--- src/rtl/color_blob_if.sv ---
// Pixel stream carrying one RGB sample per cycle from the pixel source to the blob tracker.
// Valid-only stream: the sink has no backpressure, so every cycle with valid=1 delivers exactly one pixel.
interface color_blob_if;
    logic [7:0] VGA_R;
    logic [7:0] VGA_G;
    logic [7:0] VGA_B;
    logic       valid;

    modport master (output VGA_R, VGA_G, VGA_B, valid);
    modport slave  (input  VGA_R, VGA_G, VGA_B, valid);
endinterface

--- src/rtl/color_blob_tracker.sv ---
// Classifies raster pixels against a red threshold and publishes the per-frame bounding box,
// centre and match count of the tracked marker, with a one-cycle frame_done strobe.
module color_blob_tracker #(
    parameter int         WIDTH     = 640,
    parameter int         HEIGHT    = 480,
    parameter int         X_WIDTH   = 10,
    parameter int         Y_WIDTH   = 9,
    parameter int         CNT_WIDTH = 19,
    parameter logic [7:0] R_MIN     = 8'd160,
    parameter logic [7:0] G_MAX     = 8'd80,
    parameter logic [7:0] B_MAX     = 8'd80,
    parameter int         MIN_COUNT = 64
) (
    input  logic                 clk,
    input  logic                 reset_n,
    color_blob_if.slave          pix,
    output logic                 mask,
    output logic                 mask_valid,
    output logic [X_WIDTH-1:0]   x_min,
    output logic [X_WIDTH-1:0]   x_max,
    output logic [Y_WIDTH-1:0]   y_min,
    output logic [Y_WIDTH-1:0]   y_max,
    output logic [X_WIDTH-1:0]   x_center,
    output logic [Y_WIDTH-1:0]   y_center,
    output logic [CNT_WIDTH-1:0] pix_count,
    output logic                 obj_found,
    output logic                 frame_done
);

    localparam logic [X_WIDTH-1:0]   X_LAST  = X_WIDTH'(WIDTH - 1);
    localparam logic [Y_WIDTH-1:0]   Y_LAST  = Y_WIDTH'(HEIGHT - 1);
    localparam logic [CNT_WIDTH-1:0] MIN_CNT = CNT_WIDTH'(MIN_COUNT);

    logic [X_WIDTH-1:0]   r_x;
    logic [Y_WIDTH-1:0]   r_y;
    logic [X_WIDTH-1:0]   r_acc_xmin;
    logic [X_WIDTH-1:0]   r_acc_xmax;
    logic [Y_WIDTH-1:0]   r_acc_ymin;
    logic [Y_WIDTH-1:0]   r_acc_ymax;
    logic [CNT_WIDTH-1:0] r_acc_cnt;

    logic                 w_match;
    logic                 w_x_last;
    logic                 w_eof;
    logic [X_WIDTH-1:0]   w_xmin_n;
    logic [X_WIDTH-1:0]   w_xmax_n;
    logic [Y_WIDTH-1:0]   w_ymin_n;
    logic [Y_WIDTH-1:0]   w_ymax_n;
    logic [CNT_WIDTH-1:0] w_cnt_n;
    logic                 w_found;
    logic [X_WIDTH:0]     w_xsum;
    logic [Y_WIDTH:0]     w_ysum;

    assign w_match  = pix.valid && (pix.VGA_R >= R_MIN) && (pix.VGA_G <= G_MAX) && (pix.VGA_B <= B_MAX);
    assign w_x_last = (r_x == X_LAST);
    assign w_eof    = pix.valid && w_x_last && (r_y == Y_LAST);

    // Accumulator values including the current pixel, so the end-of-frame pixel is published too.
    assign w_xmin_n = (w_match && (r_x < r_acc_xmin)) ? r_x : r_acc_xmin;
    assign w_xmax_n = (w_match && (r_x > r_acc_xmax)) ? r_x : r_acc_xmax;
    assign w_ymin_n = (w_match && (r_y < r_acc_ymin)) ? r_y : r_acc_ymin;
    assign w_ymax_n = (w_match && (r_y > r_acc_ymax)) ? r_y : r_acc_ymax;
    assign w_cnt_n  = r_acc_cnt + CNT_WIDTH'(w_match);
    assign w_found  = (w_cnt_n >= MIN_CNT);
    assign w_xsum   = {1'b0, w_xmin_n} + {1'b0, w_xmax_n};
    assign w_ysum   = {1'b0, w_ymin_n} + {1'b0, w_ymax_n};

    always_ff @(posedge clk or negedge reset_n) begin
        if (!reset_n) begin
            r_x        <= '0;
            r_y        <= '0;
            r_acc_xmin <= '1;
            r_acc_xmax <= '0;
            r_acc_ymin <= '1;
            r_acc_ymax <= '0;
            r_acc_cnt  <= '0;
            mask       <= 1'b0;
            mask_valid <= 1'b0;
            frame_done <= 1'b0;
            x_min      <= '0;
            x_max      <= '0;
            y_min      <= '0;
            y_max      <= '0;
            x_center   <= '0;
            y_center   <= '0;
            pix_count  <= '0;
            obj_found  <= 1'b0;
        end else begin
            mask       <= w_match;
            mask_valid <= pix.valid;
            frame_done <= w_eof;
            if (pix.valid) begin
                if (w_x_last) begin
                    r_x <= '0;
                    r_y <= (r_y == Y_LAST) ? '0 : r_y + 1'b1;
                end else begin
                    r_x <= r_x + 1'b1;
                end
                if (w_eof) begin
                    pix_count <= w_cnt_n;
                    obj_found <= w_found;
                    // Box and centre hold across sparse frames, which also keeps sentinels unpublished.
                    if (w_found) begin
                        x_min    <= w_xmin_n;
                        x_max    <= w_xmax_n;
                        y_min    <= w_ymin_n;
                        y_max    <= w_ymax_n;
                        x_center <= w_xsum[X_WIDTH:1];
                        y_center <= w_ysum[Y_WIDTH:1];
                    end
                    r_acc_xmin <= '1;
                    r_acc_xmax <= '0;
                    r_acc_ymin <= '1;
                    r_acc_ymax <= '0;
                    r_acc_cnt  <= '0;
                end else begin
                    r_acc_xmin <= w_xmin_n;
                    r_acc_xmax <= w_xmax_n;
                    r_acc_ymin <= w_ymin_n;
                    r_acc_ymax <= w_ymax_n;
                    r_acc_cnt  <= w_cnt_n;
                end
            end
        end
    end

endmodule

--- src/flat_wrapper.sv ---
// flat-port wrapper written by rule: the top's interface ports become plain ports
module color_blob_tracker_flat 
#(
    parameter int         WIDTH     = 640,
    parameter int         HEIGHT    = 480,
    parameter int         X_WIDTH   = 10,
    parameter int         Y_WIDTH   = 9,
    parameter int         CNT_WIDTH = 19,
    parameter logic [7:0] R_MIN     = 8'd160,
    parameter logic [7:0] G_MAX     = 8'd80,
    parameter logic [7:0] B_MAX     = 8'd80,
    parameter int         MIN_COUNT = 64
)
  (clk, reset_n, mask, mask_valid, x_min, x_max, y_min, y_max, x_center, y_center, pix_count, obj_found, frame_done, pix_VGA_R, pix_VGA_G, pix_VGA_B, pix_valid);
  color_blob_if pix_i ();
  input  logic clk;
  input  logic reset_n;
  output logic mask;
  output logic mask_valid;
  output logic [X_WIDTH-1:0] x_min;
  output logic [X_WIDTH-1:0] x_max;
  output logic [Y_WIDTH-1:0] y_min;
  output logic [Y_WIDTH-1:0] y_max;
  output logic [X_WIDTH-1:0] x_center;
  output logic [Y_WIDTH-1:0] y_center;
  output logic [CNT_WIDTH-1:0] pix_count;
  output logic obj_found;
  output logic frame_done;
  input wire logic [$bits(pix_i.VGA_R)-1:0] pix_VGA_R;
  input wire logic [$bits(pix_i.VGA_G)-1:0] pix_VGA_G;
  input wire logic [$bits(pix_i.VGA_B)-1:0] pix_VGA_B;
  input wire logic [$bits(pix_i.valid)-1:0] pix_valid;
  assign pix_i.VGA_R = pix_VGA_R;
  assign pix_i.VGA_G = pix_VGA_G;
  assign pix_i.VGA_B = pix_VGA_B;
  assign pix_i.valid = pix_valid;
  color_blob_tracker #(.WIDTH(WIDTH), .HEIGHT(HEIGHT), .X_WIDTH(X_WIDTH), .Y_WIDTH(Y_WIDTH), .CNT_WIDTH(CNT_WIDTH), .R_MIN(R_MIN), .G_MAX(G_MAX), .B_MAX(B_MAX), .MIN_COUNT(MIN_COUNT)) u_core (.clk(clk), .reset_n(reset_n), .pix(pix_i), .mask(mask), .mask_valid(mask_valid), .x_min(x_min), .x_max(x_max), .y_min(y_min), .y_max(y_max), .x_center(x_center), .y_center(y_center), .pix_count(pix_count), .obj_found(obj_found), .frame_done(frame_done));
endmodule
--- config.mk ---
export PLATFORM = sky130hd
export DESIGN_NAME = color_blob_tracker_flat
export DESIGN_NICKNAME = d
export VERILOG_FILES = /design/src/rtl/color_blob_if.sv /design/src/rtl/color_blob_tracker.sv /design/src/flat_wrapper.sv
export SDC_FILE = /design/constraint.sdc
export NUM_CORES = 1
export LEC_CHECK = 0
export BUFFER_PORTS_ARGS = -buffer_cell sky130_fd_sc_hd__clkbuf_2
export CORE_ASPECT_RATIO = 1.1
export CORE_MARGIN = 2
export CORE_UTILIZATION = 48
export CTS_CLUSTER_DIAMETER = 100
export DETAILED_ROUTE_END_ITERATION = 8
export PLACE_DENSITY_LB_ADDON = 0.2
export SYNTH_ARGS = -nofsm -noshare
export SYNTH_HDL_FRONTEND = slang
export SYNTH_SLANG_ARGS = --single-unit
--- constraint.sdc ---
create_clock -name clk -period 5.5 [get_ports clk]
set_input_delay 0.55 -clock clk [delete_from_list [all_inputs] [get_ports clk]]
set_output_delay 0.55 -clock clk [all_outputs]
set_load 0.1 [all_outputs]
==> results_dict.tcl <==
set metrics [dict create \
    status "complete, no violations" \
    fin_nets 1103 \
    reg2reg_slack_ns 1.09 \
    route.detailed.drc 0 \
    peakVddDrop_v 0.0002135 \
    clock_sinks 156 \
    timing.final.crit_share_pct 80.18 \
    cellLeakagePower_nw 5.177 \
    crit_type "flip-flop to flip-flop" \
    syn_inst 930 \
    grt_max_degree 108 \
    hold_buffers 0 \
    clk_pin_slew_ns 0.06 \
    grt_pass1_wl_mm 31.53 \
    grt_pass1_vias 6321 \
    cts_tree "done" \
    holdWs_ns 0.2608 \
    setup_viol 0 \
    cts-root-buf "clkbuf_16" \
    synth-edff-count 0 \
    via_per_inst 5.271 \
    yosysWarnings 0 \
    hpwl_mm 13.15 \
    cp-start-kind "flip-flop" \
    insertion_delay_ns 0.42 \
    fillers 1601 \
    power.total_mw 2.916 \
    io_pins 107 \
    drt_iter0_drc 226 \
    core_um2 17610 \
    gr-total-overflow 0 \
    ctsLongestPathBuffers 2 \
    slew_headroom_pct 34.38 \
    cp-end-kind "flip-flop" \
    synth-seq-area-share_pct 45.89 \
    final_common_cell "dfrtp_1" \
    antenna_found_initial 0 \
    rows 51 \
    rsz0062_at_grt "false" \
    portBuffers 101 \
    final_hold_viol_count 0 \
    die_area_um2 18920 \
    area_growth_syn_to_layout_pct 15.92 \
    cts_made_buffers 17 \
    finClkSkew_ns 0.01120 \
    num_vias 6684 \
    synth_flop_cell "dfrtp_1" \
    synth_area_um2 8558 \
    ys_async_sr_fraction_pct 100.0 \
    finalMaxSlewViolations 0 \
    yosysUniqueCellTypes 68 \
    cp_max_fo 13 \
    synth_area_per_cell_um2 9.202 \
    wl_per_cell_um 14.67 \
    htreeDepth 4 \
    ys_ff_latch 156 \
    clock.fmax_mhz 226.8 \
    final_cell_mix "dfrtp_1, nand2_1, clkbuf_2" \
    initial_core_util_pct 48.59 \
    multiInputGateArea_um2 4145 \
    grt_usage_pct 20.61 \
    postCtsSetupBuffers 0 \
    worst_pin_slew_ns 0.9843 \
    syn_nets 1016 \
    setup_tns_ns 0 \
    die_w_um 131.3 \
    worstHoldPathType "input port to async pin" \
    cts_resized 0 \
    regArea_um2 3928 \
    place_congestion 0.8476 \
    worstPathRequired_ns 5.80 \
    postRouteAntennaNets 0 \
    drive_above_1_share_pct 17.48 \
    crit_arrival_ns 4.71 \
    p_per_area_nw_per_um2 293.9 \
    die_y_um 144.0 \
    first_pass_iters 5 \
    drt-total-wl_mm 18.60 \
    diodes 0 \
    drv_cap 0 \
    layout_min_cycle_time_ns 4.410 \
]
path summary, 6_finish.rpt:
kind | startpoint | endpoint | cells past startpoint
hold reg to reg | u_core.y_min[0]$_DFFE_PN0P_ | u_core.y_min[0]$_DFFE_PN0P_ | 2
setup / recovery | u_core.r_acc_xmin[3]$_DFFE_PN1P_ | u_core.x_center[9]$_DFFE_PN0P_ | 18
hold / removal | reset_n | u_core.pix_count[9]$_DFFE_PN0P_ | 1
max in group asynchronous | reset_n | u_core.x_center[3]$_DFFE_PN0P_ | 2
setup reg to reg | u_core.r_acc_xmin[3]$_DFFE_PN1P_ | u_core.x_center[9]$_DFFE_PN0P_ | 18
min in group clk | u_core.y_min[0]$_DFFE_PN0P_ | u_core.y_min[0]$_DFFE_PN0P_ | 2
cells by family (layout without fill, tap and decap cells):
kind of cell,Yosys count,count (layout),synth area share (%)
buffers and inverters,125,225,5.731
muxes,35,35,4.152
AOI/OAI and AO/OA,202,202,14.09
and+or+nand+nor,312,312,17.13
DFF,156,156,45.89
adders and majority gates,59,59,8.801
xor gates and xnor gates,41,41,4.196
power by group:
| group | switching (mW) | internal (mW) |
|---|---|---|
| registers | 0.0562 | 1.19 |
| logic | 0.230 | 0.174 |
| clock network | 0.466 | 0.796 |
cells in the mapped netlist, types with 9 or more instances:
library cell / n / area share [%]
nand3_1: 17 / 0.99
buf_2: 17 / 0.99
xor2_1: 16 / 1.6
nand2_1: 135 / 5.9
nand4_1: 13 / 0.95
nor3_1: 9 / 0.53
a21oi_1: 59 / 3.5
mux2i_1: 31 / 3.6
ha_1: 57 / 8.3
o21ai_1: 33 / 1.9
xnor2_1: 25 / 2.6
o21ai_0: 59 / 3.5
dfrtp_1: 137 / 40
inv_1: 78 / 3.4
clkbuf_1: 24 / 1.1
nor2_1: 77 / 3.4
dfstp_2: 19 / 5.8
metrics by stage:
step           instance area, um2  utilization [%]  worst slack (ns)  std cells
6_report                     9921            56.33             1.090       1268
5_1_grt                      9921            56.33            0.6949       1268
4_1_cts                      9921            56.33             1.037       1268
3_5_place_dp                 9285            52.72            0.7193       1236
3_3_place_gp                 9285            52.72            0.7689       1236
2_1_floorplan                8558                -             1.388        930
state kept, by name (all words and copies together) (netlist names), 9 cells and up:
| name | flops |
|---|---|
| u_core.x_max | 10 |
| u_core.r_x | 10 |
| u_core.y_center | 9 |
| u_core.r_acc_xmax | 10 |
| u_core.r_acc_ymin | 9 |
| u_core.y_max | 9 |
| u_core.x_center | 10 |
| u_core.pix_count | 19 |
| u_core.r_acc_cnt | 19 |
| u_core.r_acc_xmin | 10 |
| u_core.r_y | 9 |
| u_core.x_min | 10 |
| u_core.y_min | 9 |
| u_core.r_acc_ymax | 9 |
routing by layer:
layer,vias to the layer above,global-route usage (%),share of wire (%),wire [um]
met5,-,0,0,0
met1,3217,28.30,50,9268
met2,106,33.55,47,8658
li1,3347,-,-,-
met4,0,6.236,0.90,167
met3,14,3.891,2.7,502
area by class of cell:
cell class	count	share of cell area [%]
Clock buffer	22	4.780
Timing Repair Buffer	113	6.192
Sequential cell	156	39.59
Inverter	80	3.027
Tap cell	238	3.002
Clock inverter	10	1.627
Multi-Input combinational cell	649	41.78
critical path, stage by stage, from the launching register on:
cell and delay, ns:
dfstp_2 0.53, inv_1 0.04, ha_1 0.30, a21o_1 0.16
a211oi_1 0.22, o21ai_0 0.13, a211o_1 0.53, mux2i_1 0.37
inv_1 0.08, ha_1 0.34, nor2b_1 0.17, o21ai_0 0.23
a21boi_0 0.16, o21ai_0 0.17, nand2b_1 0.10, a221oi_1 0.42
o21bai_1 0.10, a21oi_1 0.16, a21oi_1 0.08
Note: power is estimated with default switching activity, not from simulation.
